--- config.mk ---
export PLATFORM = sky130hd
export DESIGN_NAME = lfsr_bist_engine
export DESIGN_NICKNAME = d
export VERILOG_FILES = /design/src/rtl/lfsr_pkg.sv /design/src/rtl/lfsr_bist_ctrl.sv /design/src/rtl/lfsr_bist_engine.sv
export SDC_FILE = /design/constraint.sdc
export NUM_CORES = 1
export LEC_CHECK = 0
export CORE_MARGIN = 1
export CORE_UTILIZATION = 51
export CTS_CLUSTER_SIZE = 10
export DETAILED_ROUTE_END_ITERATION = 8
export PLACE_DENSITY = 0.82
export SYNTH_ARGS = -nofsm -noshare
export SYNTH_HDL_FRONTEND = slang
export SYNTH_HIERARCHICAL = 1
export SYNTH_SLANG_ARGS = --single-unit
--- constraint.sdc ---
create_clock -name clk -period 3.1 [get_ports clk]
set_input_delay 0.31 -clock clk [delete_from_list [all_inputs] [get_ports clk]]
set_output_delay 0.31 -clock clk [all_outputs]
set_load 0.005 [all_outputs]
--- src/rtl/lfsr_pkg.sv ---
// Shared definitions for the BIST LFSR engine: run-FSM state encoding and the
// single-step LFSR/MISR next-state function.
package lfsr_pkg;

    // Widest register the next-state helper supports (NBIT must stay below this).
    localparam int LFSR_MAXW = 64;

    localparam logic [1:0] S_IDLE = 2'd0;
    localparam logic [1:0] S_RUN  = 2'd1;
    localparam logic [1:0] S_DONE = 2'd2;

    // One Fibonacci step toward the MSB. Operands are zero-extended by the
    // caller, so unused upper tap bits never reach the feedback. In PRPG mode
    // an all-zero register gets a forced 1 so the generator cannot lock up.
    function automatic logic [LFSR_MAXW-1:0] lfsr_next(
        input logic [LFSR_MAXW-1:0] dff,
        input logic [LFSR_MAXW-1:0] taps,
        input logic                 misr,
        input logic [LFSR_MAXW-1:0] din
    );
        logic                 fb;
        logic [LFSR_MAXW-1:0] shl;
        fb = ^(dff & taps);
        if (!misr && (dff == '0)) begin
            fb = 1'b1;
        end
        shl = {dff[LFSR_MAXW-2:0], fb};
        if (misr) begin
            shl = shl ^ din;
        end
        return shl;
    endfunction

endpackage

--- src/rtl/lfsr_bist_ctrl.sv ---
// Run controller for the BIST LFSR: IDLE/RUN/DONE sequencing, pattern counter,
// latched mode and the end-of-run signature verdict.
module lfsr_bist_ctrl
    import lfsr_pkg::*;
#(
    parameter int NPAT = 15,
    parameter int CNTW = 4
) (
    input  logic clk,
    input  logic rst,
    input  logic i_start,
    input  logic i_scan_en,
    input  logic i_mode,
    input  logic i_sig_match,
    output logic o_load,
    output logic o_step,
    output logic o_mode_q,
    output logic o_busy,
    output logic o_done,
    output logic o_sig_ok
);

    localparam logic [CNTW-1:0] LAST_CNT = CNTW'(NPAT - 1);

    logic [1:0]      r_state;
    logic [CNTW-1:0] r_cnt;
    logic            r_mode_q;
    logic            r_done;
    logic            r_sig_ok;
    logic            w_load;
    logic            w_step;

    // Scan shifting freezes the controller; otherwise start re-arms from
    // IDLE/DONE and every RUN cycle is one counted step.
    always_comb begin
        w_load = !i_scan_en && i_start && (r_state != S_RUN);
        w_step = !i_scan_en && (r_state == S_RUN);
    end

    // State, counter, mode latch and verdict; the last step reports from the
    // post-step register value supplied by the datapath.
    always_ff @(posedge clk or negedge rst) begin
        if (!rst) begin
            r_state  <= S_IDLE;
            r_cnt    <= '0;
            r_mode_q <= 1'b0;
            r_done   <= 1'b0;
            r_sig_ok <= 1'b0;
        end else if (w_load) begin
            r_state  <= S_RUN;
            r_cnt    <= '0;
            r_mode_q <= i_mode;
            r_done   <= 1'b0;
            r_sig_ok <= 1'b0;
        end else if (w_step) begin
            r_cnt <= r_cnt + 1'b1;
            if (r_cnt == LAST_CNT) begin
                r_state  <= S_DONE;
                r_done   <= 1'b1;
                r_sig_ok <= i_sig_match;
            end
        end
    end

    assign o_load   = w_load;
    assign o_step   = w_step;
    assign o_mode_q = r_mode_q;
    assign o_busy   = (r_state == S_RUN);
    assign o_done   = r_done;
    assign o_sig_ok = r_sig_ok;

endmodule

--- src/rtl/lfsr_bist_engine.sv ---
// NBIT-wide Fibonacci LFSR BIST engine: PRPG pattern generation or MISR
// response compaction, bounded runs with golden-signature compare, and a
// serial scan override that keeps the register on the scan chain.
module lfsr_bist_engine
    import lfsr_pkg::*;
#(
    parameter int              NBIT   = 4,
    parameter logic [NBIT-1:0] TAPS   = 4'hC,
    parameter logic [NBIT-1:0] SEED   = 4'hF,
    parameter int              NPAT   = 15,
    parameter int              CNTW   = 4,
    parameter logic [NBIT-1:0] GOLDEN = 4'hF
) (
    input  logic            clk,
    input  logic            rst,
    input  logic            start,
    input  logic            mode,
    input  logic            scan_en,
    input  logic            scan_in,
    input  logic [NBIT-1:0] data_in,
    output logic [NBIT-1:0] out,
    output logic            scan_out,
    output logic            busy,
    output logic            done,
    output logic            sig_ok
);

    logic [NBIT-1:0]                r_dff;
    logic [LFSR_MAXW-1:0]           w_dff_x;
    logic [LFSR_MAXW-1:0]           w_taps_x;
    logic [LFSR_MAXW-1:0]           w_din_x;
    logic [LFSR_MAXW-1:0]           w_next_x;
    logic [NBIT-1:0]                w_next;
    logic [LFSR_MAXW-1:NBIT]        w_unused_hi;
    logic                           w_load;
    logic                           w_step;
    logic                           w_mode_q;
    logic                           w_sig_match;

    // Zero-extend the register, taps and response word for the shared step function.
    always_comb begin
        w_dff_x             = '0;
        w_dff_x[NBIT-1:0]   = r_dff;
        w_taps_x            = '0;
        w_taps_x[NBIT-1:0]  = TAPS;
        w_din_x             = '0;
        w_din_x[NBIT-1:0]   = data_in;
    end

    assign w_next_x    = lfsr_next(w_dff_x, w_taps_x, w_mode_q, w_din_x);
    assign w_next      = w_next_x[NBIT-1:0];
    assign w_unused_hi = w_next_x[LFSR_MAXW-1:NBIT];
    assign w_sig_match = (w_next == GOLDEN);

    lfsr_bist_ctrl #(
        .NPAT (NPAT),
        .CNTW (CNTW)
    ) u_ctrl (
        .clk         (clk),
        .rst         (rst),
        .i_start     (start),
        .i_scan_en   (scan_en),
        .i_mode      (mode),
        .i_sig_match (w_sig_match),
        .o_load      (w_load),
        .o_step      (w_step),
        .o_mode_q    (w_mode_q),
        .o_busy      (busy),
        .o_done      (done),
        .o_sig_ok    (sig_ok)
    );

    // Register update with priority scan shift > seed load > run step > hold.
    always_ff @(posedge clk or negedge rst) begin
        if (!rst) begin
            r_dff <= SEED;
        end else if (scan_en) begin
            r_dff <= {r_dff[NBIT-2:0], scan_in};
        end else if (w_load) begin
            r_dff <= SEED;
        end else if (w_step) begin
            r_dff <= w_next;
        end
    end

    assign out      = r_dff;
    assign scan_out = r_dff[NBIT-1];

endmodule

* Word level (Yosys, flattened, before mapping) *
Cells that the tools add are included.

cells by class
  $add $sub $neg = 1
  equality and inequality tests = 4
  mux-type cells = 16
  bitwise operators = 1
  reductions and logical operators = 12

operators by type and width
  kind                                                    count
  zero test 64 bit                                        1
  parity 64 bit                                           1
  2-to-1 mux 4 bit                                        6
  == test 4 bit (second input constant)                   2
  2-to-1 mux 1 bit                                        7
  2-to-1 mux 2 bit                                        3
  adder 4 x 1 -> 4 bit (second input constant)            1
  logical AND 1 bit                                       4
  nonzero test 2 bit                                      2
  XOR 4 bit                                               1
  nonzero test 3 bit                                      1
  == test 2 x 1 -> 1 bit (second input constant)          1
  zero test 1 bit                                         2
  inequality test 2 x 1 -> 1 bit (second input constant)  1
  AND reduction 2 bit                                     1

storage, ports and cells
  register bits = 13
  input bits = 10
  word-level logic and storage cells = 40

* Logic depth before layout (Yosys ltp) *
Gate-level depths: netlist of the first run.

  depth after elaboration = 9
  mapped depth = 8

* Modules after synthesis *
Netlist of the first run, hierarchy kept.

modules (own cells, without submodules)
  module            times used  cells each  area an instance (sq um)
  lfsr_bist_ctrl    1           35          392.9
  lfsr_bist_engine  1           39          342.8

* Worst setup path before layout of the first run *
No wires, ideal clock.

  path kind = reg-to-reg
  from = register r_dff[2] (netlist: out[2])
  to = register u_ctrl.r_sig_ok (netlist: u_ctrl/o_sig_ok)
  library setup time = 121 ps
  arrival = 1905 ps
  slack = 1074 ps
  cell stages (with the launch flop) = 9
  buffers on the path = 0
  period minus slack after synthesis = 2026 ps
  cells stage by stage = dfstp_2 inv_1 ha_1 or2_1 o22ai_1 nor3_2 and2b_1 mux2_2 a22o_1

on the way
  word-level cells in the longest chain between the ends = 9
  elaborated cells on any way between the ends = 10
  those cells by class = 1 x eq/ne; 5 x mux; 1 x bitwise; 3 x reduce/logical

ends and longest elaborated chain
  what                    line                    text
  from (decl)             lfsr_bist_engine.sv:28  logic [NBIT-1:0] r_dff;
  from (signal assigned)  lfsr_bist_engine.sv:78  r_dff <= {r_dff[NBIT-2:0], scan_in};
  from (signal assigned)  lfsr_bist_engine.sv:82  r_dff <= w_next;
  zero test 64 bit        lfsr_pkg.sv:24          if (!misr && (dff == '0)) begin
  logical AND 1 bit       lfsr_pkg.sv:24
  2-to-1 mux 1 bit        lfsr_pkg.sv:24
  XOR 4 bit               lfsr_pkg.sv:29          shl = shl ^ din;
  2-to-1 mux 4 bit *      lfsr_pkg.sv:28          if (misr) begin
  == test 4 bit *         lfsr_bist_engine.sv:53  assign w_sig_match = (w_next == GOLDEN);
  net w_sig_match         lfsr_bist_engine.sv:38  logic w_sig_match;
  2-to-1 mux 1 bit *      lfsr_bist_ctrl.sv:57    if (r_cnt == LAST_CNT) begin
  2-to-1 mux 1 bit *      lfsr_bist_ctrl.sv:55    end else if (w_step) begin
  2-to-1 mux 1 bit *      lfsr_bist_ctrl.sv:49    end else if (w_load) begin
  to (signal assigned)    lfsr_bist_ctrl.sv:60    r_sig_ok <= i_sig_match;
  to (decl)               lfsr_bist_ctrl.sv:29    logic r_sig_ok;

Mark *: on every way through the listed nets, which the timed path passes. The rest lies on a longest branch. The select of a mux whose other input is x is not followed.
A chain may end at the register's enable or synchronous reset.

* Worst setup path after layout of the first run *
Same ends and word-level chain as after synthesis.

==> results by group, run 1 <==
Critical path
  • Setup crit start kind: register
  • CP Capture Type: register
  • WS Path Type: register to register
  • Crit-path max FO: 5
  • Required @ worst endpoint: 3260 ps
  • R2r setup slk: 970 ps
  • Arr. time, crit path: 2290 ps

Timing
  • Slew Limit Headroom: 63.4%
  • Worst-margin pin slew: 547 ps
  • Fin crit period: 2130 ps
  • Min Hold Slack: 394 ps
  • Final setup fails: 0
  • Final Hold Vio Count: 0
  • Max-slew violations: 0
  • PnR worst setup slack: 972 ps
  • FMAX: 0.470 GHz
  • RSZ-0062 raised after global routing: no
  • Worst Clk Skew: 1.21 ps
  • Period Utilization, post-route: 68.7%
  • Setup TNS Final: 0 ps

Die
  • I/O pin total: 18
  • Die H: 40.0 µm
  • Placement row count: 13
  • Chip width: 40.0 µm
  • Die footprint: 0.00160 mm²
  • Initial Util: 55.8%
  • Core area: 0.00132 mm²

Placed design
  • Gpl congestion: 0.797
  • Pre-CTS WS: 990 ps
  • Detail Placement HPWL: 1120 µm
  • Dpl cells: 104
  • Dpl cell area: 912 µm²
  • Port Buffer Count: 17

Power
  • Lkg Pwr: 0.426 nW
  • Sw Ratio: 36.4%
  • Clock share of power: 12.8%
  • Flop pwr share: 39.7%
  • Maximum vdd drop: 0.426 mV
  • Pwr Density: 845 mW/mm²
  • Tot Pwr: 0.793 mW
  • Pint: 0.505 mW
  • P_sw: 0.288 mW
  • Combinational share of power: 47.6%

Final layout
  • Nets: 107
  • Design Area, Final: 938 µm²
  • Most common cell after layout, fill and taps aside: clkdlybuf4s50_1
  • P&R area growth vs syn: 27.6%
  • Cell Count, Final, Fillers Out: 108
  • Share of layout cells above drive strength 1: 14.0%
  • Register area: 305 µm²
  • Ant diodes: 0
  • Fillcell total: 103
  • Multi-input logic area: 380 µm²
  • Post-layout util: 71.2%
  • Commonest cells after routing, fill and taps aside: 17 x clkdlybuf4s50_1, 10 x inv_1, 8 x dfrtp_1

Detailed routing
  • Routed wire length: 1510 µm
  • Iter 0 DRT Violations: 13
  • Vias: 622
  • Routed len/inst: 14.0 µm
  • DRC Markers: 0
  • First-pass iteration count of the detailed router: 4
  • Post-DRT Antenna Nets: 0
  • Vias per cell: 5.76

Logic synthesis
  • Syn nets: 87
  • Post-synthesis instance total: 74
  • Netlist cell types: 36
  • FF+latch count, synth: 12
  • Avg Cell Area, Syn: 9.94 µm²
  • Register area share after synthesis: 41.5%
  • Cell area after synthesis: 736 µm²
  • YS warnings: 6

Clock tree
  • Bufs on Longest Clock Path: 2
  • # hold bufs at CTS: 0
  • Clk slew on worst S/H paths: 80 ps
  • # resized after CTS: 0
  • Post-CTS Setup Repair Bufs: 0
  • Clock Root Buffer: clkbuf_4
  • CTS buffer count: 3
  • H-tree depth: 1
  • Clock Latency Late Sink: 270 ps
  • Num Clock Sinks: 12
  • CTS tree: yes

Outcome
  • Status: complete, no violations

Run
  • # Max-Cap Violations: 0

Worst hold path
  • Min-Delay Path Class: input pin to async pin

Global route
  • Tot GR Track Use: 22.9%
  • Initial antenna violation count: 0
  • Vias in the first global route: 535
  • Global route overflow: 0
  • First-pass GRT wire length: 2380 µm
  • Pin count of the biggest net entering global routing: 13
-- area by class of cell --
class,count,area share (%)
timing repair buffer,17,18.1
inverter,10,4.00
multi-input combinational,50,40.5
sequential,12,32.5
tap,15,2.00
clock buffer,4,2.80
-- state kept, by name (all words and copies together), names as in the netlist --
name             cells
out                  4
u_ctrl/r_cnt         4
u_ctrl/r_state       2
u_ctrl/o_sig_ok      1
u_ctrl/o_mode_q      1
-- cells in the mapped netlist, drive strengths merged --
library cell / n / area share, %
a21boi: 2 / 2.0
a21o: 1 / 1.0
a21oi: 2 / 1.4
a22o: 1 / 1.2
a2bb2oi: 1 / 1.2
a31oi: 1 / 0.85
a32oi: 3 / 3.6
and2b: 1 / 1.0
and3b: 2 / 2.4
buf: 1 / 1.0
clkbuf: 1 / 0.68
dfrtp: 8 / 27
dfstp: 4 / 14
ha: 3 / 5.1
inv: 10 / 5.1
mux2: 3 / 4.6
mux2i: 1 / 1.4
nand2: 2 / 1.0
nand2b: 2 / 1.7
nand3: 1 / 0.68
nand4: 1 / 0.85
nor2: 3 / 1.5
nor2b: 1 / 0.85
nor3: 1 / 1.4
nor3b: 1 / 1.7
o21ai: 4 / 2.7
o21bai: 1 / 1.0
o221ai: 1 / 1.2
o22ai: 3 / 2.6
o2bb2ai: 1 / 1.2
or2: 1 / 0.85
or2b: 2 / 2.0
or3: 1 / 0.85
or3b: 1 / 1.5
xor2: 2 / 2.4
-- per-layer routing --
metal | vias up | share of wire (%) | GRT usage, %
met5 | - | 0 | 0
met4 | 0 | 0 | 7.76
met3 | 0 | 5.7 | 6.67
met2 | 18 | 45 | 32.3
met1 | 299 | 49 | 32.9
li1 | 305 | - | -
-- cell families after synthesis --
group	share of synthesized area, %
AOI/OAI and AO/OA	19.9
and+or+nand+nor	18.4
buffers and inverters	6.80
DFF	41.5
muxes	5.95
adders and majority gates	5.10
xor gates and xnor gates	2.38
-- worst max-delay path, stage by stage (launching register included) --
cell,delay [ps]
dfstp_2,560
inv_1,60
ha_1,320
or2_1,230
o22ai_1,200
nor3_2,60
and2b_1,150
mux2_2,250
a22o_1,180
-- power groups by stage --
| stage | combinational (mW) | sequential, mW | clock, mW |
|---|---|---|---|
| 4_1_cts | 0.378 | 0.314 | 0.103 |
| 2_1_floorplan | 0.249 | 0.299 | 0 |
| 6_report | 0.377 | 0.314 | 0.101 |
| 5_1_grt | 0.417 | 0.325 | 0.112 |
| 3_3_place_gp | 0.367 | 0.311 | 0 |
| 3_5_place_dp | 0.376 | 0.315 | 0 |
-- path summary, 6_finish.rpt --
check,end,startpoint,depth (start not counted)
setup / recovery,u_ctrl/o_sig_ok,out[2],8
hold / removal,u_ctrl/o_mode_q,rst,1
setup reg to reg,u_ctrl/o_sig_ok,out[2],8
hold reg to reg,u_ctrl/r_cnt[3],u_ctrl/r_cnt[3],1
max in group asynchronous,out[1],rst,1
min in group clk,u_ctrl/r_cnt[3],u_ctrl/r_cnt[3],1
Power figures use the tool's default switching activity.
==> run 2: changes to the inputs <==
--- a/config.mk
+++ b/config.mk
@@ -6,10 +6,10 @@
 export NUM_CORES = 1
 export LEC_CHECK = 0
 export CORE_MARGIN = 1
-export CORE_UTILIZATION = 51
+export CORE_UTILIZATION = 47
 export CTS_CLUSTER_SIZE = 10
 export DETAILED_ROUTE_END_ITERATION = 8
-export PLACE_DENSITY = 0.82
+export PLACE_DENSITY = 0.77
 export SYNTH_ARGS = -nofsm -noshare
 export SYNTH_HDL_FRONTEND = slang
 export SYNTH_HIERARCHICAL = 1
==> constraint.sdc (replaced) <==
create_clock -name clk -period 2.15 [get_ports clk]
set_input_delay 0.215 -clock clk [delete_from_list [all_inputs] [get_ports clk]]
set_output_delay 0.215 -clock clk [all_outputs]
set_load 0.005 [all_outputs]
==> run 2 against run 1 <==
Clock skew rose by 3.4 ps. Via count increased by 1.9%. Non-clock buffer count rose by 2. Register-to-register slack worse by 880 ps. Clock power increased by 84%. Die area grew 8.1%. Largest power group unchanged.
==> results by group, run 2 (synthesis results as in run 1) <==
Placed design
  • Gpl congestion: 0.801
  • Detail Placement HPWL: 1190 µm
  • Dpl cell area: 920 µm²
  • Pre-CTS WS: 7.56 ps
  • Port Buffer Count: 17

Final layout
  • Share of layout cells above drive strength 1: 18.9%
  • Nets: 109
  • P&R area growth vs syn: 33.5%
  • Commonest cells after routing, fill and taps aside: 17 x clkdlybuf4s50_1, 10 x inv_1, 8 x dfrtp_1
  • Fillcell total: 107
  • Ant diodes: 0
  • Design Area, Final: 982 µm²
  • Most common cell after layout, fill and taps aside: clkdlybuf4s50_1

Timing
  • Slew Limit Headroom: 63.2%
  • PnR worst setup slack: 96.1 ps
  • Worst Clk Skew: 4.61 ps
  • Fin crit period: 2050 ps
  • Setup TNS Final: 0 ps
  • Min Hold Slack: 286 ps
  • FMAX: 0.487 GHz
  • Final setup fails: 0
  • Worst-margin pin slew: 550 ps
  • Max-slew violations: 0
  • RSZ-0062 raised after global routing: no
  • Period Utilization, post-route: 95.5%
  • Final Hold Vio Count: 0

Critical path
  • End point of the critical path: u_ctrl/o_sig_ok
  • R2r setup slk: 100 ps
  • WS Path Type: register to register
  • Crit-path max FO: 3
  • FF-to-FF path depth: 8
  • Arr. time, crit path: 2230 ps
  • Setup crit start kind: register
  • CP Capture Type: register
  • R2R Path Start: out[2]
  • Reg2reg end: u_ctrl/o_sig_ok
  • Required @ worst endpoint: 2320 ps
  • Worst setup path startpoint: out[2]

Power
  • Sw Ratio: 36.3%
  • P_sw: 0.452 mW
  • Clock share of power: 14.9%
  • Pint: 0.793 mW
  • Tot Pwr: 1.25 mW
  • Maximum vdd drop: 0.680 mV
  • Lkg Pwr: 0.443 nW
  • Combinational share of power: 48.9%
  • Pwr Density: 1270 mW/mm²
  • Flop pwr share: 36.1%

Clock tree
  • # hold bufs at CTS: 0
  • Num Clock Sinks: 12
  • H-tree depth: 1
  • Bufs on Longest Clock Path: 2
  • Clock Latency Late Sink: 280 ps
  • CTS buffer count: 3
  • CTS tree: yes
  • Clock Root Buffer: clkbuf_4
  • Clk slew on worst S/H paths: 80 ps

Detailed routing
  • Vias: 634
  • Iter 0 DRT Violations: 9
  • DRC Markers: 0
  • Vias per cell: 5.76
  • Routed len/inst: 15.2 µm
  • Routed wire length: 1670 µm
  • First-pass iteration count of the detailed router: 4
  • Post-DRT Antenna Nets: 0

Worst hold path
  • Min-Delay Path Class: input pin to async pin

Die
  • Chip width: 41.6 µm
  • Placement row count: 13
  • Die footprint: 0.00173 mm²
  • I/O pin total: 18
  • Initial Util: 53.2%
  • Core area: 0.00138 mm²
  • Die H: 41.6 µm

Global route
  • Vias in the first global route: 661
  • Global route overflow: 0
  • Initial antenna violation count: 0
  • Pin count of the biggest net entering global routing: 13
  • Tot GR Track Use: 21.2%
  • First-pass GRT wire length: 2830 µm

Outcome
  • Status: complete, no violations

Run
  • # Max-Cap Violations: 0
## run 2: changes by cell type in the layout (fill, tap and decap cells not counted)
cell,before,now
clkbuf_1,1,0
buf_4,0,2
clkbuf_8,0,1
o22ai_2,0,1
o22ai_1,3,2
ha_4,0,1
ha_1,3,2
## run 2: timing repair
action / CTS / global route
cloned: 0 / 0
setup endpoints to repair: 1 / 1
setup buffers: 0 / 1
gates resized for setup: 1 / 1
endpoints found under the hold margin: 0 / 0
## run 2: how the worst min path moves through the flow
stage	slack, ps	cells after the start	startpoint	to
floorplan	-80	0	rst	u_ctrl/o_mode_q
global placement	470	1	u_ctrl/r_cnt[3]	u_ctrl/r_cnt[3]
detailed placement	460	1	u_ctrl/r_cnt[3]	u_ctrl/r_cnt[3]
CTS	310	1	rst	u_ctrl/r_cnt[2]
global route	330	1	rst	u_ctrl/r_cnt[2]
finish	290	1	rst	u_ctrl/r_cnt[2]
## run 2: metrics by stage
stage               std cells  utilization [%]
global placement          105             66.5
CTS                       109             69.6
global route              110             71.0
finish                    110             71.0
floorplan                  74                -
detailed placement        105             66.5
## run 2: layout make-up
class | instances | area, µm² | share of cell area (%)
Clock buffer | 4 | 36.3 | 3.69
Sequential cell | 12 | 305 | 31.1
Tap cell | 15 | 18.8 | 1.91
Multi-Input combinational cell | 50 | 399 | 40.6
Timing Repair Buffer | 19 | 185 | 18.9
Inverter | 10 | 37.5 | 3.82
## run 2: power by group through the flow
stage	clock network (mW)	logic, mW	registers, mW
after CTS	0.187	0.572	0.451
after detailed placement	0	0.549	0.455
after floorplan	0	0.359	0.431
after global routing	0.200	0.670	0.464
final	0.186	0.609	0.450
after global placement	0	0.532	0.447
## run 2: metal layers
| layer | up-vias | part of all wire, % | GRT usage (%) |
|---|---|---|---|
| met3 | 2 | 5.1 | 5.65 |
| met4 | 0 | 0.90 | 9.03 |
| met1 | 314 | 49 | 27.3 |
| met5 | - | 0 | 0 |
| met2 | 15 | 45 | 33.4 |
| li1 | 303 | - | - |
## run 2: critical path: stages, from the launching register on
cell,delay (ps)
dfstp_2,550
inv_1,80
ha_4,250
or2_1,230
o22ai_2,180
nor3_2,60
and2b_1,160
mux2_2,260
a22o_1,180
==> run 3: changes to the inputs <==
--- a/config.mk
+++ b/config.mk
@@ -6,10 +6,12 @@
 export NUM_CORES = 1
 export LEC_CHECK = 0
 export CORE_MARGIN = 1
-export CORE_UTILIZATION = 47
+export CORE_UTILIZATION = 53
 export CTS_CLUSTER_SIZE = 10
 export DETAILED_ROUTE_END_ITERATION = 8
-export PLACE_DENSITY = 0.77
+export DONT_BUFFER_PORTS = 1
+export PLACE_DENSITY = 0.68
+export REMOVE_ABC_BUFFERS = 1
 export SYNTH_ARGS = -nofsm -noshare
 export SYNTH_HDL_FRONTEND = slang
 export SYNTH_HIERARCHICAL = 1
==> run 3 against run 2 <==
First-iteration DRC count stayed put. Sequential share of layout area is 6.8 points higher. Maximum frequency is 2.0% lower. Highest routed layer unchanged. Clock power is 30% lower. Sequential cell count stayed put. Worst setup slack worse by 42 ps. Utilization is 9.1 points lower. Hold slack worse by 260 ps.
==> results by group, run 3 (synthesis results as in run 1) <==
Outcome
  • Status: complete, no violations

Clock tree
  • H-tree depth: 1
  • Post-CTS Setup Repair Bufs: 0
  • Bufs on Longest Clock Path: 2
  • Clk slew on worst S/H paths: 70 ps
  • Num Clock Sinks: 12
  • Clock Latency Late Sink: 270 ps
  • Clock Root Buffer: clkbuf_4
  • CTS tree: yes
  • CTS buffer count: 3

Placed design
  • Gpl congestion: 0.714
  • Dpl cells: 89
  • Dpl cell area: 757 µm²
  • Detail Placement HPWL: 1110 µm
  • Port Buffer Count: 0
  • Pre-CTS WS: 88.4 ps

Critical path
  • Setup crit start kind: register
  • Crit path buf inv count: 1
  • Arr. time, crit path: 2250 ps
  • Crit-path max FO: 2
  • Slowest stage cell, crit path: dfstp_2
  • Largest delay contributor family on the critical path: flip-flops
  • Required @ worst endpoint: 2300 ps
  • WS Path Type: register to register
  • Worst path cell trace: inv_1 -> ha_1 -> or2_1 -> o22ai_2 -> nor3_2 -> and2b_1 -> mux2_2 -> a22o_1
  • Critical Path Max Stage Delay: 530 ps
  • CP Capture Type: register

Final layout
  • Share of layout cells above drive strength 1: 20.3%
  • Most common cell after layout, fill and taps aside: inv_1
  • Ant diodes: 0
  • Design Area, Final: 806 µm²
  • Cell Count, Final, Fillers Out: 94
  • Post-layout util: 61.9%
  • Commonest cells after routing, fill and taps aside: 10 x inv_1, 8 x dfrtp_1, 4 x dfstp_2
  • P&R area growth vs syn: 9.52%
  • Nets: 94

Global route
  • Vias in the first global route: 554
  • Initial antenna violation count: 0
  • First-pass GRT wire length: 2440 µm
  • Global route overflow: 0
  • Pin count of the biggest net entering global routing: 13
  • Tot GR Track Use: 24.3%

Die
  • Placement row count: 13
  • Die footprint: 0.00154 mm²
  • Die H: 39.3 µm
  • Chip width: 39.3 µm
  • I/O pin total: 18
  • Core area: 0.00130 mm²
  • Initial Util: 56.5%

Detailed routing
  • Routed len/inst: 17.4 µm
  • Vias per cell: 6.14
  • Routed wire length: 1630 µm
  • Iter 0 DRT Violations: 9
  • Vias: 577
  • DRC Markers: 0
  • First-pass iteration count of the detailed router: 4
  • Post-DRT Antenna Nets: 0

Timing
  • Period Utilization, post-route: 97.5%
  • Final setup fails: 0
  • Max-slew violations: 0
  • FMAX: 0.477 GHz
  • Min Hold Slack: 28.0 ps
  • Slew Limit Headroom: 63.8%
  • Setup TNS Final: 0 ps
  • Worst-margin pin slew: 541 ps
  • Final Hold Vio Count: 0
  • Worst Clk Skew: 1.58 ps
  • Fin crit period: 2100 ps
  • PnR worst setup slack: 54.6 ps

Power
  • Lkg Pwr: 0.378 nW
  • Maximum vdd drop: 0.712 mV
  • Tot Pwr: 1.07 mW
  • Pwr Density: 1320 mW/mm²

Worst hold path
  • Min-Delay Path Class: input pin to register

Run
  • # Max-Cap Violations: 0
-- run 3: changes by cell type in the layout (fill, tap and decap cells not counted), sizes merged --
cell           before  now
clkdlybuf4s50      17    0
clkbuf              4    3
dlygate4sd3         0    2
-- run 3: path summary, 6_finish.rpt --
check | slack (ps) | end | cells after the start | start
hold / removal | 30 | out[0] | 2 | scan_in
setup / recovery | 50 | u_ctrl/o_sig_ok | 8 | out[2]
min in group asynchronous | 370 | u_ctrl/r_cnt[2] | 1 | rst
max in group asynchronous | 1420 | out[0] | 1 | rst
hold reg to reg | 490 | u_ctrl/r_cnt[3] | 1 | u_ctrl/r_cnt[3]
setup reg to reg | 50 | u_ctrl/o_sig_ok | 8 | out[2]
-- run 3: where the power goes --
| part | leakage [nW] | switching, mW | internal (mW) |
|---|---|---|---|
| Combinational | 0.229 | 0.249 | 0.237 |
| Clock | 0.0138 | 0.0665 | 0.0648 |
| Sequential | 0.136 | 0.108 | 0.341 |
-- run 3: metal layers --
layer  track usage, %  wire, µm  share of wire, %  up-vias
li1                 -         -                 -      275
met1             30.7       749                46      288
met2             39.2       780                48       12
met3             9.09        91               5.6        2
met4             5.17        12              0.73        0
met5                0         0                 0        -
-- run 3: area by class of cell --
type                            count  area, µm²
Sequential cell                    12        305
Tap cell                           15       18.8
Multi-Input combinational cell     50        387
Clock buffer                        3       22.5
Timing Repair Buffer                4       35.0
Fill cell                         123        495
Inverter                           10       37.5
-- run 3: what timing repair did --
| item | 4_1_cts | 5_1_grt |
|---|---|---|
| gates resized for setup | 0 | 1 |
| endpoints found under the setup margin | 0 | 1 |
| hold endpoints to repair | 15 | 0 |
| hold buffers | 2 | 0 |
==> RTL change: new RTL, config.mk and constraints of run 3 <==
Make the reset (`rst`) synchronous in 2 clocked blocks.
--- a/src/rtl/lfsr_bist_ctrl.sv
+++ b/src/rtl/lfsr_bist_ctrl.sv
@@ -39,7 +39,7 @@
 
     // State, counter, mode latch and verdict; the last step reports from the
     // post-step register value supplied by the datapath.
-    always_ff @(posedge clk or negedge rst) begin
+    always_ff @(posedge clk) begin
         if (!rst) begin
             r_state  <= S_IDLE;
             r_cnt    <= '0;
--- a/src/rtl/lfsr_bist_engine.sv
+++ b/src/rtl/lfsr_bist_engine.sv
@@ -71,7 +71,7 @@
     );
 
     // Register update with priority scan shift > seed load > run step > hold.
-    always_ff @(posedge clk or negedge rst) begin
+    always_ff @(posedge clk) begin
         if (!rst) begin
             r_dff <= SEED;
         end else if (scan_en) begin
Formal check against the unedited RTL: differs if rst is asserted again (counterexample within 4 cycles, from zero or initial values and one cycle with rst low); with rst held inactive, the same outputs for 10 cycles.
==> RTL change against run 3 <==
Critical endpoint is now u_ctrl/o_sig_ok; utilization up 1.2 points; final area increased by 1.9%; wire length shrank 5.3%; via count rose by 9.5%; first-iteration DRC count fell by 11%; area after synthesis is 2.0% higher; sequential cell count is the same; critical path type unchanged; sequential share of layout area shrank 8.6 points; setup slack improved by 0.44 ns; cell count increased by 9.6%.
Power is not compared: it rests on default switching activity, and its combinational part moved more than twofold at a synthesized area within 25%.
==> RTL change: results (changes against run 3) <==
| Metric | Value |
|---|---|
| Run status | `complete, no violations` |
| Share of cells above drive strength 1 | `0.1591 (-0.04344)` |
| Most used DFF post-synth | `dfxtp_1` |
| Seq/Total Area, Yosys | `0.3200 (-0.09497)` |
| Register clock-pin slew on the reported worst setup and hold paths | `0.08 ns` |
| H-tree Lvls | `1 (unchanged)` |
| Post-Route WL | `1.546 mm (-5.3%)` |
| Hold Crit Class | `input pin to flip-flop` |
| Leakage | `0.3152 nW` |
| Least-Margin Pin Slew | `0.3383 ns (-0.2029 ns)` |
| CP max FO | `7 (+5)` |
| Cell total after placement | `97 (+9.0%)` |
| Syn Inst Count | `83 (+12%)` |
| Total track usage | `0.2373 (-0.005480)` |
| Initial antenna violation count | `0 (unchanged)` |
| CP delay by family, top | `compound AO/OA/AOI/OAI gates` |
| Vias in the first global route | `553 (-0.18%)` |
| Drt first pass iters | `4 (unchanged)` |
| Total CTS buffers | `3 (unchanged)` |
| N_diodes | `0 (unchanged)` |
| Clock Path Buffers | `2 (unchanged)` |
| Final HPWL DP | `1.126 mm (+1.4%)` |
| Post-synth top cells | `dfxtp_1, nor2_1, inv_1, a21oi_1, o21ai_0` |
| CP arrival | `1.87 ns (-0.38 ns)` |
| Synth async-reset ratio | `0 (-1.000)` |
| CP max stage cell | `dfxtp_1` |
| # port buffers | `0 (unchanged)` |
| Drt initial violations | `8 (-1)` |
| Vias/cell | `6.136 (about the same)` |
| Postcts setup bufs | `0 (unchanged)` |
| Post-synthesis cell type count | `34 (-5.6%)` |
| Largest net degree at the start of global routing | `15 (+2)` |
| MaxCap Viol Count | `0 (unchanged)` |
| Top cells by area, synth | `dfxtp_1, and4b_1, ha_1` |
| CP peak stage delay | `0.46 ns (-0.07 ns)` |
| Non-Filler Instances | `103 (+9.6%)` |
| Maximum vdd drop | `0.3567 mV` |
| Synth warn | `6 (unchanged)` |
| Insertion delay to the later sink of the worst-skew pair | `0.28 ns` |
| Skew final | `0.005943 ns (+0.004363 ns)` |
| First-pass GRT wire length | `2.449 mm (+0.29%)` |
| Global placement routability congestion | `0.7310 (+2.4%)` |
| CTS root buffer | `clkbuf_4` |
RTL change: cell types whose count changed in the layout (fill, tap and decap cells not counted), moves of 3 or more:
cell / change
dfxtp_1: +12
dfrtp_1: -8
a211oi_1: +4
and4b_1: +4
dfstp_2: -4
inv_1: -4
nor2_1: +4
xnor2_1: +4
a21oi_1: +3
mux2_2: -3
nand3_1: +3
o21ai_0: +3
RTL change: where the power goes:
group          switching (mW)  leakage [nW]  internal, mW
clock                  0.0832        0.0210         0.103
sequential             0.0143        0.0981         0.231
combinational          0.0352         0.196        0.0345
RTL change: logic make-up after synthesis:
family | synth area share
adder cells (fa/ha/maj) | 0.05001
XOR/XNOR | 0.05833
AND/OR/NAND/NOR | 0.2533
buffers and inverters | 0.05166
flip-flops | 0.3200
AO/OA/AOI/OAI | 0.2667
RTL change: repair_timing:
| item | in CTS | in global routing |
|---|---|---|
| endpoints found under the hold margin | 1 | 1 |
| gates resized for setup | 0 | 0 |
| hold buffers | 1 | 1 |
RTL change: final cells by class:
class | instances | area [sq um]
fill | 117 | 480.5
clock buffer | 4 | 36.28
inverter | 7 | 26.28
timing repair buffer | 3 | 27.53
multi-input combinational | 62 | 471.7
tap | 15 | 18.77
sequential | 12 | 240.2
RTL change: worst paths after layout:
check	start	cells after the start	slack, ns	endpoint
setup reg to reg	out[2]	7	0.50	u_ctrl/o_sig_ok
hold reg to reg	u_ctrl/r_cnt[3]	2	0.50	u_ctrl/r_cnt[3]
setup / recovery	out[2]	7	0.50	u_ctrl/o_sig_ok
hold / removal	rst	1	0.01	out[2]
RTL change: per-layer routing:
metal	part of all wire	wire, microns	vias up	track usage
met5	0	0	-	0
met4	0.014	22	0	0.1034
met3	0.063	97	2	0.06250
met2	0.44	675	16	0.3484
met1	0.49	751	293	0.3196
li1	-	-	321	-
RTL change: stage by stage:
stage                     setup WS [ns]  power, mW  utilization  area, sq um  hold slack (ns)
after floorplan                  0.6268     0.3032            -        738.2           0.2810
after CTS                        0.5141     0.5077       0.6231        810.8        0.0007504
after global placement           0.5605     0.3162       0.5875        764.5           0.2957
after detailed placement         0.5401     0.3170       0.5875        764.5           0.2897
final                            0.4995     0.5013       0.6308        820.8          0.01206
after global routing             0.3806     0.5268       0.6308        820.8          0.01460
